## config.mk

```make
export PLATFORM = sky130hd
export DESIGN_NAME = spi_slave_regmap_param
export DESIGN_NICKNAME = d
export VERILOG_FILES = /design/src/rtl/spi_slave_regmap_param.sv
export SDC_FILE = /design/constraint.sdc
export NUM_CORES = 1
export LEC_CHECK = 0
export CAP_MARGIN = 20
export CORE_MARGIN = 10
export CORE_UTILIZATION = 48
export DETAILED_ROUTE_END_ITERATION = 10
export PLACE_DENSITY = 0.64
export SLEW_MARGIN = 15
export SYNTH_ARGS = -nofsm -noshare
export SYNTH_HDL_FRONTEND = slang
export SYNTH_SLANG_ARGS = --single-unit
```

## constraint.sdc

```tcl
create_clock -name clk -period 5.67 [get_ports clk]
set_input_delay 1.134 -clock clk [delete_from_list [all_inputs] [get_ports clk]]
set_output_delay 1.134 -clock clk [all_outputs]
set_load 0.05 [all_outputs]
```

## src/rtl/spi_slave_regmap_param.sv

```systemverilog
// Oversampled SPI slave (any CPOL/CPHA) in front of a small register map on clk.
// Optional feature: define SPI_REGMAP_BURST_EN to auto-increment the address per data word.
//
// state   | meaning
// ARMWAIT | after reset, wait for cs high so a frame already in flight is ignored
// IDLE    | no frame, waiting for cs low
// CMD     | receiving command byte (bit0 = write)
// ADDR    | receiving address
// DATA    | receiving / transmitting data words
module spi_slave_regmap_param #(
  parameter int                DATA_W   = 8,
  parameter int                ADDR_W   = 8,
  parameter int                NUM_REGS = 16,
  parameter int                CPOL     = 0,
  parameter int                CPHA     = 0,
  parameter int                GPIO_W   = 8,
  parameter logic [DATA_W-1:0] ID_VALUE = 'hA5,
  parameter logic [GPIO_W-1:0] GPIO_RST = '0
) (
  input  logic              clk,
  input  logic              rst_n,
  input  logic              cs,
  input  logic              sclk,
  input  logic              mosi,
  output logic              miso,
  input  logic [GPIO_W-1:0] gpio_in,
  output logic [GPIO_W-1:0] gpio_out
);

  localparam int   SH_W  = (DATA_W > ADDR_W) ? DATA_W : ADDR_W;
  localparam int   IDX_W = $clog2(NUM_REGS);
  localparam logic POL   = (CPOL != 0);
  localparam logic PHA   = (CPHA != 0);
  localparam logic [ADDR_W-1:0] A_ID    = ADDR_W'(0);
  localparam logic [ADDR_W-1:0] A_GPIN  = ADDR_W'(1);
  localparam logic [ADDR_W-1:0] A_GPOUT = ADDR_W'(2);
  localparam logic [ADDR_W-1:0] A_STAT  = ADDR_W'(3);
  localparam logic [ADDR_W-1:0] A_SCR   = ADDR_W'(4);

  typedef enum logic [2:0] {ARMWAIT, IDLE, CMD, ADDR, DATA} state_t;

  state_t              state, state_nxt;
  logic [1:0]          arm_tmr;
  logic [1:0]          cs_q, mosi_q;
  logic [2:0]          sclk_q;
  logic [GPIO_W-1:0]   gpio_q1, gpio_q2;
  logic                cs_s, mosi_s, sclk_n2, sclk_n3, sample_ev, shift_ev;
  logic                frame_active, field_done, word_done;
  logic [5:0]          bit_cnt, field_last;
  logic [SH_W-1:0]     rx_sh, rx_next;
  logic [DATA_W-1:0]   tx_sh, rx_word;
  logic [ADDR_W-1:0]   addr, rx_addr;
  logic                rw, extra, abort, oor;
  logic                wr_en, set_abort, set_oor, clr_abort, clr_oor;
  logic [DATA_W-1:0]   regs [NUM_REGS];

  always_ff @(posedge clk) begin
    if (!rst_n) begin
      cs_q    <= 2'b11;
      sclk_q  <= {3{POL}};
      mosi_q  <= '0;
      gpio_q1 <= '0;
      gpio_q2 <= '0;
    end else begin
      cs_q    <= {cs_q[0], cs};
      sclk_q  <= {sclk_q[1:0], sclk};
      mosi_q  <= {mosi_q[0], mosi};
      gpio_q1 <= gpio_in;
      gpio_q2 <= gpio_q1;
    end
  end

  // sclk normalised so idle is 0: leading edge rises, trailing edge falls
  assign cs_s      = cs_q[1];
  assign mosi_s    = mosi_q[1];
  assign sclk_n2   = sclk_q[1] ^ POL;
  assign sclk_n3   = sclk_q[2] ^ POL;
  assign sample_ev = PHA ? (~sclk_n2 & sclk_n3) : (sclk_n2 & ~sclk_n3);
  assign shift_ev  = PHA ? (sclk_n2 & ~sclk_n3) : (~sclk_n2 & sclk_n3);

  function automatic logic in_range(input logic [ADDR_W-1:0] a);
    return 32'(a) < 32'(NUM_REGS);
  endfunction

  function automatic logic [DATA_W-1:0] rd_data(input logic [ADDR_W-1:0] a);
    logic [DATA_W-1:0] d;
    d = '0;
    if (a == A_ID)        d = ID_VALUE;
    else if (a == A_GPIN) d = DATA_W'(gpio_q2);
    else if (a == A_STAT) d[1:0] = {oor, abort};
    else if (in_range(a)) d = regs[a[IDX_W-1:0]];
    return d;
  endfunction

  // arm_tmr covers the synchroniser flush so the reset value of cs_q cannot fake an idle bus
  always_ff @(posedge clk) begin
    if (!rst_n) begin
      state   <= ARMWAIT;
      arm_tmr <= 2'd2;
    end else begin
      state <= state_nxt;
      if (arm_tmr != 2'd0) arm_tmr <= arm_tmr - 2'd1;
    end
  end

  always_comb begin
    state_nxt = state;
    case (state)
      ARMWAIT: if (arm_tmr == 2'd0 && cs_s) state_nxt = IDLE;
      IDLE:    if (!cs_s) state_nxt = CMD;
      CMD:     if (cs_s) state_nxt = IDLE; else if (field_done) state_nxt = ADDR;
      ADDR:    if (cs_s) state_nxt = IDLE; else if (field_done) state_nxt = DATA;
      DATA:    if (cs_s) state_nxt = IDLE;
      default: state_nxt = ARMWAIT;
    endcase
  end

  always_comb begin
    field_last = 6'd7;
    case (state)
      ADDR:    field_last = 6'(ADDR_W - 1);
      DATA:    field_last = 6'(DATA_W - 1);
      default: ;
    endcase
  end

  assign frame_active = (state == CMD) || (state == ADDR) || (state == DATA);
  assign field_done   = frame_active && !cs_s && sample_ev && (bit_cnt == field_last);
  assign word_done    = field_done && (state == DATA) && !extra;
  assign rx_next      = {rx_sh[SH_W-2:0], mosi_s};
  assign rx_word      = rx_next[DATA_W-1:0];
  assign rx_addr      = rx_next[ADDR_W-1:0];

  assign wr_en     = word_done && rw && in_range(addr) && (addr == A_GPOUT || addr >= A_SCR);
  assign set_oor   = word_done && !in_range(addr);
  assign clr_oor   = word_done && rw && (addr == A_STAT) && rx_word[1];
  assign clr_abort = word_done && rw && (addr == A_STAT) && rx_word[0];
  assign set_abort = frame_active && cs_s && (bit_cnt != 6'd0) && !extra;

  always_ff @(posedge clk) begin
    if (!rst_n) begin
      bit_cnt <= '0;
      rx_sh   <= '0;
      tx_sh   <= '0;
      addr    <= '0;
      rw      <= 1'b0;
      extra   <= 1'b0;
      miso    <= 1'b0;
      abort   <= 1'b0;
      oor     <= 1'b0;
      regs    <= '{default: '0};
      regs[2] <= DATA_W'(GPIO_RST);
    end else begin
      abort <= (abort & ~clr_abort) | set_abort;
      oor   <= (oor & ~clr_oor) | set_oor;
      if (wr_en) regs[addr[IDX_W-1:0]] <= rx_word;
      if (!frame_active || cs_s) begin
        bit_cnt <= '0;
        tx_sh   <= '0;
        extra   <= 1'b0;
        miso    <= 1'b0;
      end else if (sample_ev) begin
        rx_sh   <= rx_next;
        bit_cnt <= field_done ? 6'd0 : bit_cnt + 6'd1;
        if (field_done && state == CMD) rw <= rx_next[0];
        if (field_done && state == ADDR) begin
          addr  <= rx_addr;
          tx_sh <= rd_data(rx_addr);
        end
        if (field_done && state == DATA) begin
`ifdef SPI_REGMAP_BURST_EN
          addr  <= addr + ADDR_W'(1);
          tx_sh <= rd_data(addr + ADDR_W'(1));
`else
          extra <= 1'b1;
          tx_sh <= '0;
`endif
        end
      end else if (shift_ev) begin
        if (state == DATA && !extra) begin
          miso  <= tx_sh[DATA_W-1];
          tx_sh <= {tx_sh[DATA_W-2:0], 1'b0};
        end else begin
          miso <= 1'b0;
        end
      end
    end
  end

  assign gpio_out = regs[2][GPIO_W-1:0];

endmodule
```

## Word-level counts from Yosys, hierarchy flattened

Index checks and enable logic that the tools add are counted.

- Flip-flop bits (word level): 190

- $add $sub $neg: 2
- Magnitude comparators: 6
- Eq/ne operators: 15
- Mux-type cells: 26
- Bitwise gates (word level): 15
- Reduce and logical (&&, ||, !) cells: 43

Operator list:

| kind | number |
|---|---|
| 128-bit bitwise mux | 1 |
| 8-bit 2-to-1 mux | 11 |
| 8-bit binary-select mux with 4-bit select | 1 |
| 8-bit demux with 4-bit select | 1 |
| 8-bit by 2-bit equality test with 1-bit output (second input constant) | 3 |
| 3-bit 2-to-1 mux | 7 |
| 1-bit logical AND | 20 |
| 8-bit by 5-bit < comparator with 1-bit output (second input constant) | 2 |
| 3-bit case mux with 5 select lines | 1 |
| 6-bit 2-to-1 mux | 2 |
| 5-bit >= comparator (second input constant) | 2 |
| 4-bit NOT with 5-bit output | 2 |
| 3-bit AND reduction | 3 |
| 8-bit by 1-bit equality test with 1-bit output (second input constant) | 1 |
| 8-bit by 3-bit >= comparator with 1-bit output (second input constant) | 1 |
| 8-bit logical NOT | 1 |
| 1-bit NOT | 7 |
| 6-bit by 1-bit adder with 6-bit output (second input constant) | 1 |
| 3-bit by 2-bit equality test with 1-bit output (second input constant) | 2 |
| 6-bit by 3-bit equality test with 1-bit output (second input constant) | 1 |
| 2-bit inequality test (second input constant) | 3 |
| 3-bit inequality test (second input constant) | 2 |
| 2-bit AND reduction | 3 |
| 2-bit nonzero test | 3 |
| 16 further kinds | 26 |

## Depth between registers and ports, before layout

Gate-level depths: netlist of the first run.

- Depth in word-level cells: 14
- Depth in mapped cells: 9

## Worst setup path before layout of the first run

OpenSTA, ideal clock, no wires.

- Path kind: input port to flip-flop
- Start point: input port rst_n
- End point: register tx_sh[0]
- Setup time: 74 ps
- Arrival: 2110 ps
- Data required time: 5596 ps
- Slack: 3486 ps
- Stages on the path: 5
- Path buffers: 0
- Cell sequence: nand2b_1 a21o_1 nor4_1 o21ai_0 o21ai_0

- Word-level cells in the longest chain between the ends: 2

Ends and longest elaborated chain:

| item | line | RTL |
|---|---|---|
| start, declared | 21 | `input logic rst_n,` |
| 1-bit NOT (no source line) | n/a |  |
| 2-bit OR reduction (no source line) | n/a |  |
| end signal, assigned | 168 | `tx_sh <= rd_data(rx_addr);` |
| end signal, assigned | 182 | `tx_sh <= {tx_sh[DATA_W-2:0], 1'b0};` |
| end, declared | 51 | `logic [DATA_W-1:0] tx_sh, rx_word;` |

Every way passes these cells.
A chain may end at the register's enable or synchronous reset.

## Worst setup path after layout of the first run

- Start point: register sclk_q[1]
- End point: register regs (netlist bit gpio_out[6])

- Word-level cells in the longest chain between the ends: 8

Ends and longest elaborated chain:

| item | line | RTL |
|---|---|---|
| start, declared | 45 | `logic [2:0] sclk_q;` |
| start signal, assigned | 60 | `sclk_q <= {3{POL}};` |
| start signal, assigned | 66 | `sclk_q <= {sclk_q[1:0], sclk};` |
| 1-bit bitwise AND | n/a |  |
| via sample_ev | 47 | `logic cs_s, mosi_s, sclk_n2, sclk_n3, sample_ev, shift_ev;` |
| 1-bit logical AND (2 in a row) | 128 | `assign field_done = frame_active && !cs_s && sample_ev && (bit_cnt == field_last);` |
| 1-bit logical AND (2 in a row) | 129 | `assign word_done = field_done && (state == DATA) && !extra;` |
| 1-bit logical AND (3 in a row) | 134 | `assign wr_en = word_done && rw && in_range(addr) && (addr == A_GPOUT \|\| addr >= A_SCR);` |
| end signal, assigned by index | 156 | `if (wr_en) regs[addr[IDX_W-1:0]] <= rx_word;` |
| end, declared | 55 | `logic [DATA_W-1:0] regs [NUM_REGS];` |

The timed path passes the listed nets, and every way through them passes these cells.

==> out/qor.yml, run 1 <==
worstSetupStartpointType: "register"
crit_start: "sclk_q[1]"
grt_antenna_before_repair: 0
max_slew_margin_pct: 34.9
p_sw_mw: 0.557
cap_viol_max_count: 0
min_from: "cs_q[0]"
clock_power_share_pct: 45.9
placed_cell_area_mm2: 0.00807
yosysMostFrequentCell: "dfxtp_1"
crit-reg2reg-capture: "gpio_out[6]"
ff2ff_path_depth: 6
num-fill-cells: 1409
synthTopCellsByCount: "dfxtp_1, mux2i_1, nor2b_1, clkbuf_1, nand2_1"
finalMaxSlewViolations: 0
first_pass_iters: 6
rr_startpoint: "sclk_q[1]"
max_stage_delay_ps: 700
drcViolationCount: 0
skew_ps: 9.91
cts.sinks: 173
antenna_cells: 0
swShare_pct: 22.6
wirelength_um: 17300
die_area_mm2: 0.0219
period_minus_slack_ps: 2870
fp-row-count: 46
cts-buffers-inserted: 17
setup_tns_ps: 0
rrSetupSlack_ps: 2800
ys_async_sr_fraction_pct: 0
synthDistinctLibCells: 55
synth_top_area_share_pct: 44.0
area_delta_synth_final_pct: 9.93
dp_hpwl_um: 11300
worstSkewPairLatency_ps: 430
avgRoutedWirePerCell_um: 17.9
clkTransAtPathRegs_ps: 70
cellInternalPower_mw: 1.91
crit_fanout: 15
start_util_pct: 49.2
synth_compound_area_share_pct: 6.07
cts_buffer_depth: 2
ys.flop_type: "dfxtp_1"
place.gp.congestion: 0.846
final_area_mm2: 0.00866
critPathSlowestCell: "nor3b_2"
p_leak_nw: 3.32
p_comb_share_pct: 3.5
finalCritPeriodShare_pct: 50.7
holdPathStages: 1
synth_edf_count: 0
finalSetupViolations: 0
crit_chain: "ha_1, nand3_1, or4_4, nor3b_2, mux2i_1, nor2b_1"
cts_setup_buffers: 0
syn_area_per_cell_um2: 10.4
worst_slew_pin_slew_ps: 968
netlist_area_mm2: 0.00788
criticalPathCategory: "reg2reg"
synth.ff_latch_count: 173
nets: 753
power_density_mw_per_mm2: 285
grt_pass1_wl_um: 28100
synthMuxAreaShare_pct: 22.8
synth_xor_area_share_pct: 0.556
max-vdd-ir-drop_v: 0.000312
synth_cells: 761
hold_viol: 0
synthAdderAreaFrac_pct: 0.794
hp-class: "reg2reg"
tritoncts: "done"
die_w_um: 148
cts-root-buf: "clkbuf_16"
cp.required_ps: 5990
synth_top_area_cell: "dfxtp_1"
dr_total_vias: 5362
yosys.area_share.simple_pct: 20.9
drive_above_1_share_pct: 11.6
grt_max_degree: 142
grt_usage_pct: 16.0
cts_hold_buf: 0
rsz0062_at_grt: "no"
max_freq_mhz: 348
synth.area.top_cells: "dfxtp_1, mux2i_1, nor2b_1"
synth_warnings: 0
outcome: "complete, no violations"
syn_nets: 779
ys_seq_area_share_pct: 44.0
p_seq_share_pct: 50.5
hold_end: "cs_q[1]"
synth_top_family_by_area: "multiplexers"
ctsHtreeMaxLevel: 4
ios: 22
arrival_ps: 3190
viasPerCell: 5.56
grt_pass1_vias: 5250
grt_overflow: 0
die_y_um: 148
drt_iter0_markers: 450
coreArea_mm2: 0.0160
postRouteAntennaNets: 0
portBuffers: 21
cts-resized-gates: 0
endpoint_kind: "register"
[layer usage]
metal	track usage, %	part of all wire [%]	vias up
met1	21.3	48	2652
met5	0	0	-
met4	4.76	1.5	0
li1	-	-	2582
met2	25.1	47	107
met3	3.82	3.6	21
[sequential cells by signal (all words and copies together) (netlist names)]
name	cells
rx_sh	7
rw	1
miso	1
state	3
bit_cnt	6
sclk_q	3
addr	8
regs	103
gpio_out	8
gpio_q1	8
tx_sh	8
mosi_q	2
arm_tmr	2
cs_q	2
abort	1
oor	1
extra	1
gpio_q2	8
[power groups by stage]
stage,combinational [mW],clock [mW],sequential [mW]
final,0.0869,1.13,1.25
after global routing,0.0964,1.20,1.25
after CTS,0.0876,1.15,1.25
after detailed placement,0.0873,0,1.27
after global placement,0.0841,0,1.27
after floorplan,0.0754,0,1.26
[per-stage QoR]
| step | total power [mW] | instances | hold slack (ps) | util, % | setup slack [ps] |
|---|---|---|---|---|---|
| final | 2.47 | 964 | 413 | 54.1 | 2800 |
| after global placement | 1.36 | 931 | 414 | 50.4 | 2880 |
| after CTS | 2.48 | 963 | 420 | 54.0 | 2820 |
| after floorplan | 1.34 | 761 | 386 | - | 3490 |
| after detailed placement | 1.36 | 931 | 402 | 50.4 | 2850 |
| after global routing | 2.54 | 964 | 438 | 54.1 | 2590 |
[cell families after synthesis]
group | count (synthesis)
buf+inv | 84
flops | 173
mux | 144
fa+ha+maj | 5
simple gates | 279
xor+xnor | 5
compound gates | 71
[layout make-up]
type | count | area [um2] | share of cell area, %
Multi-Input combinational cell | 504 | 4040 | 46.6
Sequential cell | 173 | 3470 | 40.0
Clock buffer | 19 | 443 | 5.11
Timing Repair Buffer | 28 | 273 | 3.15
Tap cell | 216 | 270 | 3.12
Clock inverter | 13 | 129 | 1.49
Inverter | 11 | 41.3 | 0.477
[how the worst max path moves through the flow]
stage                        endpoint  slack [ps]
final                     gpio_out[6]        2800
after global routing         regs[87]        2590
after CTS                 gpio_out[6]        2820
after detailed placement     tx_sh[1]        2850
after global placement       tx_sh[1]        2880
after floorplan              tx_sh[0]        3490
[worst max-delay path, delay by kind of cell (launching register included)]
family,cells,cell delay [ps]
fa+ha+maj,1,510
flops,1,360
mux,1,290
simple gates,4,1610
[cell usage in the layout, fill, tap and decap left out, types with 10 or more instances in the layout]
cell type / n
dfxtp_1: 171
mux2i_1: 111
nor2b_1: 111
nand2_1: 44
and2_1: 31
mux4_2: 28
clkdlybuf4s50_1: 20
nor2_1: 17
clkbuf_16: 17
a21boi_0: 16
a21oi_1: 16
inv_1: 11
o21ai_0: 11
nand2b_1: 10
Note: power is estimated with default switching activity, not from simulation.
==> inputs of run 2 (changes only) <==
clock period = 2.8 ns   (was 5.67 ns; I/O delays follow)
==> out/qor.yml, run 2 (synthesis results as in run 1) <==
cts_buffer_depth: 2
wirelength_um: 17600
cts_hold_buf: 0
cp.required_ps: 3130
final_common_cell: "dfxtp_1"
avgRoutedWirePerCell_um: 18.0
cap_viol_max_count: 0
die_w_um: 148
antenna_cells: 0
rsz0062_at_grt: "no"
drcViolationCount: 0
outcome: "complete, no violations"
endpoint_kind: "register"
first_pass_iters: 5
drt_iter0_markers: 316
finalMaxSlewViolations: 0
grt_overflow: 0
cts_setup_buffers: 0
setup_tns_ps: 0
cts.sinks: 173
critPathSlowestCell: "or4b_4"
grt_antenna_before_repair: 0
ctsHtreeMaxLevel: 4
max_stage_delay_ps: 550
max_slew_margin_pct: 41.4
ios: 22
critical_path_buf_inv_count: 1
cts-root-buf: "clkbuf_16"
finalCritPeriodShare_pct: 86.8
path_delay_family: "simple AND/OR/NAND/NOR gates"
coreArea_mm2: 0.0160
drive_above_1_share_pct: 13.1
pre_cts_ws_ps: 400
crit_chain: "or4b_4, nor4_2, buf_4, and3_1, nand2_1, a21boi_0"
dp_hpwl_um: 11600
crit_fanout: 12
grt_pass1_vias: 5435
place.gp.congestion: 0.843
hp-class: "reg2reg"
postRouteAntennaNets: 0
portBuffers: 21
layout_common_cells: "dfxtp_1, mux2i_1, nor2b_1"
tritoncts: "done"
arrival_ps: 2760
grt_max_degree: 156
cts-buffers-inserted: 17
die_area_mm2: 0.0219
p_leak_nw: 3.39
criticalPathCategory: "reg2reg"
finalSetupViolations: 0
max-vdd-ir-drop_v: 0.000415
fp-row-count: 46
viasPerCell: 5.44
cts-resized-gates: 0
top_register: "regs"
largest_reg_flops: 103
dr_total_vias: 5311
area_delta_synth_final_pct: 11.4
period_minus_slack_ps: 2430
num-fill-cells: 1441
grt_usage_pct: 16.4
worstSkewPairLatency_ps: 420
max_freq_mhz: 412
worst_slew_pin_slew_ps: 878
nets: 766
clkTransAtPathRegs_ps: 70
power_density_mw_per_mm2: 563
worst_slack_ps: 370
die_y_um: 148
hold_viol: 0
skew_ps: 6.29
start_util_pct: 49.2
worstSetupStartpointType: "register"
grt_pass1_wl_um: 28800
-- run 2: through the flow --
stage | power, mW | cell area (um2) | utilization [%] | cells | hold slack (ps)
global route | 5.14 | 8780 | 54.8 | 977 | 433
global placement | 2.76 | 8210 | 51.3 | 945 | 390
detailed placement | 2.77 | 8210 | 51.3 | 945 | 402
floorplan | 2.71 | 7880 | - | 761 | 386
CTS | 4.99 | 8770 | 54.8 | 977 | 419
finish | 4.94 | 8780 | 54.8 | 977 | 411
-- run 2: layout make-up --
type | count | area (um2) | area share (%)
multi-input combinational | 504 | 4040 | 46.0
timing repair buffer | 41 | 399 | 4.55
sequential | 173 | 3470 | 39.5
inverter | 11 | 41.3 | 0.470
clock buffer | 19 | 443 | 5.05
tap | 216 | 270 | 3.08
clock inverter | 13 | 118 | 1.34
-- run 2: report_power, final --
part,internal (mW),leakage (nW),switching (mW)
registers,2.49,1.40,0.0167
clock network,1.25,0.273,0.975
logic,0.109,1.71,0.0911
total,3.85,3.39,1.08
-- run 2: routing by layer --
| metal | track usage (%) | up-vias | routed length, um |
|---|---|---|---|
| li1 | - | 2603 | - |
| met1 | 21.1 | 2634 | 8160 |
| met2 | 27.4 | 65 | 8710 |
| met3 | 3.28 | 9 | 614 |
| met4 | 4.16 | 0 | 119 |
| met5 | 0 | - | 0 |
-- run 2: worst reg2reg max path, cell delays in order, from the launching register on --
cell,delay (ps)
dfxtp_1,480
or4b_4,550
nor4_2,310
buf_4,250
and3_1,450
nand2_1,90
a21boi_0,220
-- run 2: worst paths after layout --
| check | start | endpoint | slack, ps | depth (start not counted) |
|---|---|---|---|---|
| min | cs_q[0] | cs_q[1] | 410 | 1 |
| max reg2reg | state[2] | regs[1] | 370 | 6 |
| min reg2reg | cs_q[0] | cs_q[1] | 410 | 1 |
| max | state[2] | regs[1] | 370 | 6 |
==> inputs of run 3 (changes only) <==
SETUP_SLACK_MARGIN = 0.3   (was not set)
==> out/qor.yml, run 3 (synthesis results as in run 1) <==
num-fill-cells: 1438
arrival_ps: 2680
instances_no_fill: 977
finalMaxSlewViolations: 0
grt_pass1_vias: 5435
postRouteAntennaNets: 0
largest_reg_flops: 103
criticalPathCategory: "reg2reg"
drive_above_1_share_pct: 13.5
grt_overflow: 0
grt_pass1_wl_um: 28800
finalCritPeriodShare_pct: 84.6
max-vdd-ir-drop_v: 0.000414
wirelength_um: 17700
crit_fanout: 13
area_delta_synth_final_pct: 11.6
period_minus_slack_ps: 2370
grt_usage_pct: 16.4
worst_slew_pin_slew_ps: 907
die_w_um: 148
tritoncts: "done"
layout_common_cells: "dfxtp_1, mux2i_1, nor2b_1"
ios: 22
pre_cts_ws_ps: 400
top_register: "regs"
cts_buffer_depth: 2
grt_antenna_before_repair: 0
nets: 766
endpoint_kind: "register"
worst_slack_ps: 430
portBuffers: 21
worstSetupStartpointType: "register"
hold_viol: 0
p_leak_nw: 3.39
rsz0062_at_grt: "no"
die_y_um: 148
final_common_cell: "dfxtp_1"
start_util_pct: 49.2
max_slew_margin_pct: 39.5
cts.sinks: 173
drt_iter0_markers: 289
cap_viol_max_count: 0
grt_max_degree: 156
cts-root-buf: "clkbuf_16"
first_pass_iters: 5
power_density_mw_per_mm2: 562
worstSkewPairLatency_ps: 420
dp.cells: 945
hp-class: "reg2reg"
max_freq_mhz: 422
dp_hpwl_um: 11600
setup_tns_ps: 0
final_util_pct: 54.9
coreArea_mm2: 0.0160
place.gp.congestion: 0.843
clkTransAtPathRegs_ps: 70
outcome: "complete, no violations"
die_area_mm2: 0.0219
viasPerCell: 5.47
fp-row-count: 46
cts-buffers-inserted: 17
finalSetupViolations: 0
antenna_cells: 0
ctsHtreeMaxLevel: 4
cts_setup_buffers: 0
avgRoutedWirePerCell_um: 18.1
cp.required_ps: 3110
dr_total_vias: 5346
p_total_mw: 4.94
drcViolationCount: 0
skew_ps: 7.93
run 3: cell types whose count changed in the layout (fill, tap and decap cells not counted):
cell     delta
dfxtp_4     +1
nor4_1      -2
dfxtp_1     -1
nor4_2      +2
run 3: metal layers:
layer | part of all wire [%] | global-route usage, % | routed length (um) | vias up
met5 | 0 | 0 | 0 | -
met4 | 0.77 | 4.16 | 137 | 0
met3 | 3.5 | 3.28 | 623 | 10
met2 | 49 | 27.4 | 8730 | 97
met1 | 46 | 21.1 | 8240 | 2636
li1 | - | - | - | 2603
run 3: cell type report:
class	instances	area [um2]	share of cell area, %
clock buffers	19	443	5.04
clock inverters	13	118	1.34
inverters	11	41.3	0.470
multi-input cells	504	4050	46.1
flip-flops and latches	173	3470	39.5
well taps	216	270	3.07
repair buffers	41	399	4.54
run 3: timing repair:
action | CTS | global route
hold buffers | 0 | 0
endpoints found under the hold margin | 0 | 0
gates resized for setup | 0 | 4
endpoints found under the setup margin | 0 | 15
run 3: power by group:
part	total [mW]	internal (mW)	switching, mW
logic	0.200	0.109	0.0915
registers	2.51	2.49	0.0166
clock network	2.23	1.25	0.982
run 3: worst max-delay path, cell delays in order (launching register included):
cell     delay [ps]
dfxtp_1         420
or4b_4          560
or4_4           600
nor3b_2         180
buf_4           220
mux2i_1         210
nor2b_1          70
run 3: final timing paths:
check	slack (ps)	endpoint	from	cells after the start
max	430	regs[75]	state[1]	6
min	410	cs_q[1]	cs_q[0]	1
max reg2reg	430	regs[75]	state[1]	6
min reg2reg	410	cs_q[1]	cs_q[0]	1
run 3: metrics by stage:
stage               cell area [um2]  hold slack, ps
floorplan                      7880             386
global placement               8210             390
detailed placement             8210             402
CTS                            8770             419
global route                   8790             433
finish                         8790             411
